$ cat src/rtl/brc_resolve.sv
// rtl/brc_resolve.sv - branch compare, target, mispredict check and perf counters
//
// Purpose: resolves one B-type branch per accepted op into a registered
// valid/ready result slot and keeps saturating transfer/mispredict counters.
// Ports:
//   i_clk, i_reset          clock, synchronous active-high reset
//   i_valid / o_ready       upstream handshake (o_ready = !o_valid | i_ready)
//   i_funct3, i_rs1_data, i_rs2_data, i_pc, i_imm, i_pred_taken   branch op
//   i_flush                 kill held and incoming op
//   o_valid / i_ready       downstream handshake for the result
//   o_taken, o_equal, o_less, o_target, o_mispredict, o_illegal   result
//   i_cnt_clr, o_br_cnt, o_mis_cnt   statistics counters
module brc_resolve #(
  parameter int XLEN  = 32,
  parameter int CNT_W = 16
) (
  input  logic             i_clk,
  input  logic             i_reset,
  input  logic             i_valid,
  output logic             o_ready,
  input  logic [2:0]       i_funct3,
  input  logic [XLEN-1:0]  i_rs1_data,
  input  logic [XLEN-1:0]  i_rs2_data,
  input  logic [XLEN-1:0]  i_pc,
  input  logic [XLEN-1:0]  i_imm,
  input  logic             i_pred_taken,
  input  logic             i_flush,
  output logic             o_valid,
  input  logic             i_ready,
  output logic             o_taken,
  output logic             o_equal,
  output logic             o_less,
  output logic [XLEN-1:0]  o_target,
  output logic             o_mispredict,
  output logic             o_illegal,
  input  logic             i_cnt_clr,
  output logic [CNT_W-1:0] o_br_cnt,
  output logic [CNT_W-1:0] o_mis_cnt
);

  localparam logic [CNT_W-1:0] CNT_MAX = '1;

  logic             valid_q, valid_d;
  logic             taken_q, equal_q, less_q, mis_q, illegal_q;
  logic [XLEN-1:0]  target_q;
  logic [CNT_W-1:0] br_cnt_q, br_cnt_d, mis_cnt_q, mis_cnt_d;

  logic             equal_d, less_d, taken_d, illegal_d, mis_d;
  logic             less_u, less_s;
  logic [XLEN:0]    diff;
  logic [XLEN-1:0]  target_d;
  logic             accept, xfer;

  assign o_ready = !valid_q | i_ready;
  assign accept  = i_valid & o_ready & !i_flush;
  assign xfer    = valid_q & i_ready;

  // Borrow out of the widened subtract gives unsigned less-than; for signed,
  // differing MSBs decide directly, otherwise the unsigned result holds.
  assign diff     = {1'b0, i_rs1_data} - {1'b0, i_rs2_data};
  assign less_u   = diff[XLEN];
  assign less_s   = (i_rs1_data[XLEN-1] != i_rs2_data[XLEN-1]) ? i_rs1_data[XLEN-1] : less_u;
  assign equal_d  = (i_rs1_data == i_rs2_data);
  assign less_d   = i_funct3[1] ? less_u : less_s;
  assign target_d = i_pc + i_imm;

  always_comb begin
    taken_d   = 1'b0;
    illegal_d = 1'b0;
    case (i_funct3)
      3'b000:  taken_d = equal_d;
      3'b001:  taken_d = !equal_d;
      3'b100:  taken_d = less_d;
      3'b101:  taken_d = !less_d;
      3'b110:  taken_d = less_d;
      3'b111:  taken_d = !less_d;
      default: illegal_d = 1'b1;
    endcase
  end

  assign mis_d = taken_d != i_pred_taken;

  always_comb begin
    valid_d = valid_q;
    if (i_flush)     valid_d = 1'b0;
    else if (accept) valid_d = 1'b1;
    else if (xfer)   valid_d = 1'b0;

    br_cnt_d  = br_cnt_q;
    mis_cnt_d = mis_cnt_q;
    if (i_cnt_clr) begin
      br_cnt_d  = '0;
      mis_cnt_d = '0;
    end else if (xfer) begin
      if (br_cnt_q != CNT_MAX) br_cnt_d = br_cnt_q + 1'b1;
      if (mis_q && mis_cnt_q != CNT_MAX) mis_cnt_d = mis_cnt_q + 1'b1;
    end
  end

  always_ff @(posedge i_clk) begin
    if (i_reset) begin
      valid_q   <= 1'b0;
      taken_q   <= 1'b0;
      equal_q   <= 1'b0;
      less_q    <= 1'b0;
      mis_q     <= 1'b0;
      illegal_q <= 1'b0;
      target_q  <= '0;
      br_cnt_q  <= '0;
      mis_cnt_q <= '0;
    end else begin
      valid_q   <= valid_d;
      br_cnt_q  <= br_cnt_d;
      mis_cnt_q <= mis_cnt_d;
      // Result fields only move on accept, so a held result stays stable.
      if (accept) begin
        taken_q   <= taken_d;
        equal_q   <= equal_d;
        less_q    <= less_d;
        mis_q     <= mis_d;
        illegal_q <= illegal_d;
        target_q  <= target_d;
      end
    end
  end

  assign o_valid      = valid_q;
  assign o_taken      = taken_q;
  assign o_equal      = equal_q;
  assign o_less       = less_q;
  assign o_target     = target_q;
  assign o_mispredict = mis_q;
  assign o_illegal    = illegal_q;
  assign o_br_cnt     = br_cnt_q;
  assign o_mis_cnt    = mis_cnt_q;

endmodule
$ cat config.mk
export PLATFORM = sky130hd
export DESIGN_NAME = brc_resolve
export DESIGN_NICKNAME = d
export VERILOG_FILES = /design/src/rtl/brc_resolve.sv
export SDC_FILE = /design/constraint.sdc
export NUM_CORES = 1
export LEC_CHECK = 0
export BUFFER_PORTS_ARGS = -buffer_cell sky130_fd_sc_hd__buf_2
export CAP_MARGIN = 20
export CORE_MARGIN = 2
export CORE_UTILIZATION = 39
export CTS_CLUSTER_DIAMETER = 100
export DETAILED_ROUTE_END_ITERATION = 8
export PLACE_DENSITY_LB_ADDON = 0.15
export SLEW_MARGIN = 30
export SYNTH_ARGS = -nofsm -noshare
export SYNTH_HDL_FRONTEND = slang
export SYNTH_SLANG_ARGS = --single-unit
$ cat constraint.sdc
create_clock -name i_clk -period 8.9 [get_ports i_clk]
set_clock_uncertainty 0.2 [all_clocks]
set_input_delay 0.89 -clock i_clk [delete_from_list [all_inputs] [get_ports i_clk]]
set_output_delay 0.89 -clock i_clk [all_outputs]
set_load 0.02 [all_outputs]
# Word-level counts from Yosys, hierarchy flattened
# Index checks and enable logic that the tools add are counted.
# classes
div	0
n_eq_ne	10
n_lt_le_gt_ge	0
n_mul	0
bitwise	4
n_shift	0
add_sub_neg	4
n_reduce_logical	14
n_mux	6
# ops
cell	n
subtractor 32 x 32 -> 33 bit	1
adder 16 x 1 -> 16 bit (second input constant)	2
adder 32 bit	1
== test 32 bit	1
inequality test 16 bit (second input constant)	2
== test 3 bit (second input constant)	4
OR reduction 2 bit	4
OR reduction 6 bit	1
2-to-1 mux 1 bit	5
zero test 1 bit	4
one-hot mux 1 bit (4 select lines)	1
AND reduction 2 bit	2
AND 1 bit	3
== test 3 x 1 -> 1 bit (second input constant)	1
zero test 3 bit	1
inequality test 1 bit	2
nonzero test 2 bit	1
logical AND 1 bit	1
bitwise OR 1 bit	1
# totals
mem_bits_rw	0
regBits	70
out_inout_bits	71
latchBits	0
romBits	0
memories	0

# Logic depth before layout (Yosys ltp)
# depth
word_depth	6
mapped_depth	12
mapped_depth_nobuf	12

# Worst setup path before layout
# OpenSTA, ideal clock, no wires.
# synth_timing
kind	input to register
from	input port i_pc[0]
to	register target_q[24] (netlist: o_target[24])
t_arrival_ns	3.254
slack_ns	5.371
setup_time_ns	0.074
path_buffers	0
required_ns	8.626
cell_stages	12
cell_sequence	ha_1 -> inv_1 -> fa_1 -> and2b_1 -> o21ai_1 -> a211o_1 -> a211o_1 -> and2_4 -> o21bai_4 -> a31oi_1 -> or4b_1 -> a31oi_1
# synth_via
elab_chain_len	1
# synth_rtl
element	line	rtl
start, declared	24	input logic [XLEN-1:0] i_pc,
adder 32 bit	65	assign target_d = i_pc + i_imm;
end signal, assigned	122	target_q <= target_d;
end, declared	45	logic [XLEN-1:0] target_q;
# No other way between the ends.
# A chain may end at the register's enable or synchronous reset.

# Final worst setup path
# Same ends and word-level chain as after synthesis.

==> results.sh <==
export IMPL_htree_levels=3
export IMPL_critPathSlowestCell="or4b_1"
export IMPL_io_buffers=208
export IMPL_grt_pass1_wl_um=23500
export IMPL_cts_sinks=70
export IMPL_internal_power_w=0.000653
export IMPL_cts_max_path_buffers=2
export IMPL_synth_area_per_cell_um2=7.92
export IMPL_synth_area_um2=5140
export IMPL_antenna_cells=0
export IMPL_synthArstFlopShare_pct=0
export IMPL_irDropWorstVdd_mv=0.0824
export IMPL_row_count=41
export IMPL_run_status="finished clean"
export IMPL_yosys_top_cells_area="dfxtp_1, ha_1, a21oi_1"
export IMPL_core_region_area_um2=12700
export IMPL_wl_met1_um=6470
export IMPL_clkSlewWorstSetupHoldPaths_ns=0.06
export IMPL_placed_cell_area_um2=6350
export IMPL_grt_max_degree=42
export IMPL_drive_gt1_share_pct=27.9
export IMPL_report_final_slew_viol_count=0
export IMPL_remaining_drc_errors=0
export IMPL_synth_edf_count=0
export IMPL_hpwl_um=11200
export IMPL_worst_hold_path_type="reg2reg"
export IMPL_fin_area_um2=6660
export IMPL_drt_vias_per_instance=5.17
export IMPL_clk_latency_ns=0.34
export IMPL_fillCellCount=1277
export IMPL_cp_start_kind="primary input"
export IMPL_cts_root_buf="clkbuf_16"
export IMPL_swShare_pct=30.9
export IMPL_synth_most_common_cell="dfxtp_1"
export IMPL_area_delta_synth_final_pct=29.6
export IMPL_synth_seq_cells=70
export IMPL_dr_first_iter_drc_count=278
export IMPL_nNetsFinal=1057
export IMPL_place_congestion=0.855
export IMPL_die_area_um2=14100
export IMPL_synth_top_flop_cell="dfxtp_1"
export IMPL_syn_num_nets=853
export IMPL_fin_ws_ns=5.37
export IMPL_leakagePower_nw=3.32
export IMPL_final_util_pct=52.4
export IMPL_crit_type="in2reg"
export IMPL_wire_per_inst_um=13.9
export IMPL_die_h_um=119
export IMPL_via_count=5322
export IMPL_die_w_um=119
export IMPL_p_switching_w=0.000292
export IMPL_fmax_ghz=0.283
export IMPL_p_clk_share_pct=39.3
export IMPL_end_kind="register"
export IMPL_synthSimpleGateAreaFrac_pct=24.2
export IMPL_cts_repair_resized=0
export IMPL_rsz0062_at_grt="no"
export IMPL_pwr_share_comb_pct=25.5
export IMPL_crit_path_max_incr_delay_ns=0.49
export IMPL_dr_pass1_iters=5
export IMPL_synth_cell_type_count=56
export IMPL_cts_tree="yes"
export IMPL_synth_cells=649
export IMPL_relSlewSlack_pct=45.2
export IMPL_synth_largest_area_cell="dfxtp_1"
export IMPL_setup_tns_ns=0
export IMPL_pwr_share_seq_pct=35.2
export IMPL_post_place_ws_ns=5.04
export IMPL_io_pins=209
export IMPL_wl_met3_um=886
export IMPL_grt_overflow_total=0
export IMPL_worstMarginPinSlew_ns=0.822
export IMPL_synth_compound_area_share_pct=18.3
export IMPL_hold_viol=0
export IMPL_synth_area_mux_share_pct=1.56
export IMPL_cp_max_fo=3
export IMPL_finalCriticalPeriod_ns=3.53
export IMPL_p_per_area_nw_per_um2=142
export IMPL_synth_top_area_share_pct=27.3
export IMPL_post_cts_buffers=0
export IMPL_drt_antenna_violating_nets=0
export IMPL_cp_data_arrival_time_ns=3.59
export IMPL_postCtsHoldBufs=0
export IMPL_dr_wl_met2_um=6640
export IMPL_yosys_area_share_adder_pct=16.2
export IMPL_numCtsBuffers=9
export IMPL_grt_pass1_vias=5063
export IMPL_setup_violations=0
export IMPL_synth_xor_area_share_pct=8.01
export IMPL_worstPathCellList="buf_2, ha_1, inv_1, fa_1, and2b_1, o21ai_1, a211o_1, a211o_1, and2_4, o21bai_4, a31oi_1, or4b_1, a31oi_1"
export IMPL_ys_seq_area_share_pct=27.3
export IMPL_synth_top_family_by_area="simple AND/OR/NAND/NOR gates"
export IMPL_antenna_found_initial=0
export IMPL_grtUsageTotal_pct=20.1
export IMPL_post_route_period_util_pct=39.7
export IMPL_required_ns=8.96
export IMPL_highest_layer="met4"
export IMPL_drt_total_wl_um=14300
export IMPL_yosys_warnings=0
export IMPL_drv_cap=0
export IMPL_initial_core_util_pct=40.4
export IMPL_yosys_top_cells_count="dfxtp_1, nand2_1, ha_1"
[cells in the final DEF, fill, tap and decap left out, drive strengths merged, types with 14 or more instances in the layout]
cell type and instances:
nand3 22, a21oi 59, a21o 21, xor2 25, and3 14, nand2 69, nor2 57, nand4 16
inv 47, dfxtp 70, xnor2 22, buf 210, nor3 15, o21ai 23, ha 65
[power by group through the flow]
stage	registers, W	logic [W]	clock network [W]
finish	0.000333	0.000240	0.000372
global route	0.000334	0.000269	0.000395
CTS	0.000333	0.000241	0.000385
detailed placement	0.000340	0.000239	0
global placement	0.000340	0.000235	0
floorplan	0.000354	0.000144	0
[cells by family after synthesis]
kind of cell	count (synthesis)
muxes	8
buffers and inverters	61
AOI/OAI and AO/OA	149
xor gates and xnor gates	47
and+or+nand+nor	248
adders and majority gates	66
DFF	70
[final timing paths]
check / startpoint / end / slack (ns) / cells past startpoint
min reg2reg: o_target[4] / o_target[4] / 0.25 / 2
max: i_pc[0] / o_target[24] / 5.37 / 13
max reg2reg: o_valid / o_mispredict / 6.27 / 6
min: o_target[4] / o_target[4] / 0.25 / 2
[critical path, delay by kind of cell]
| kind | cells | cell delay (ns) |
|---|---|---|
| AOI/OAI and AO/OA | 6 | 1.12 |
| and+or+nand+nor | 3 | 0.89 |
| adders and majority gates | 2 | 0.55 |
| buffers and inverters | 2 | 0.15 |
[per-stage QoR]
| stage | std cells | total power [W] | hold slack (ns) |
|---|---|---|---|
| after floorplan | 649 | 0.000498 | 0.330 |
| after CTS | 1030 | 0.000959 | 0.256 |
| after detailed placement | 1014 | 0.000579 | 0.244 |
| after global routing | 1030 | 0.000998 | 0.266 |
| after global placement | 1014 | 0.000574 | 0.238 |
| final | 1030 | 0.000945 | 0.252 |
[cell type report]
class | count | area, um^2 | share of cell area, %
Timing Repair Buffer | 210 | 1060 | 15.9
Clock inverter | 7 | 77.6 | 1.16
Multi-Input combinational cell | 518 | 3520 | 52.8
Sequential cell | 70 | 1400 | 21.0
Clock buffer | 9 | 225 | 3.38
Tap cell | 172 | 215 | 3.23
Inverter | 44 | 165 | 2.48
[state kept, by name (all words and copies together), names as in the netlist]
signal        cells
o_target         32
o_br_cnt         16
o_equal           1
o_illegal         1
o_valid           1
o_mis_cnt        16
o_less            1
o_mispredict      1
o_taken           1
[layer usage]
| layer | vias to the layer above | GRT usage (%) |
|---|---|---|
| met5 | - | 0 |
| met4 | 0 | 7.22 |
| met3 | 20 | 4.63 |
| met2 | 171 | 33.9 |
| met1 | 2418 | 25.0 |
| li1 | 2713 | - |
Power figures use the tool's default switching activity.
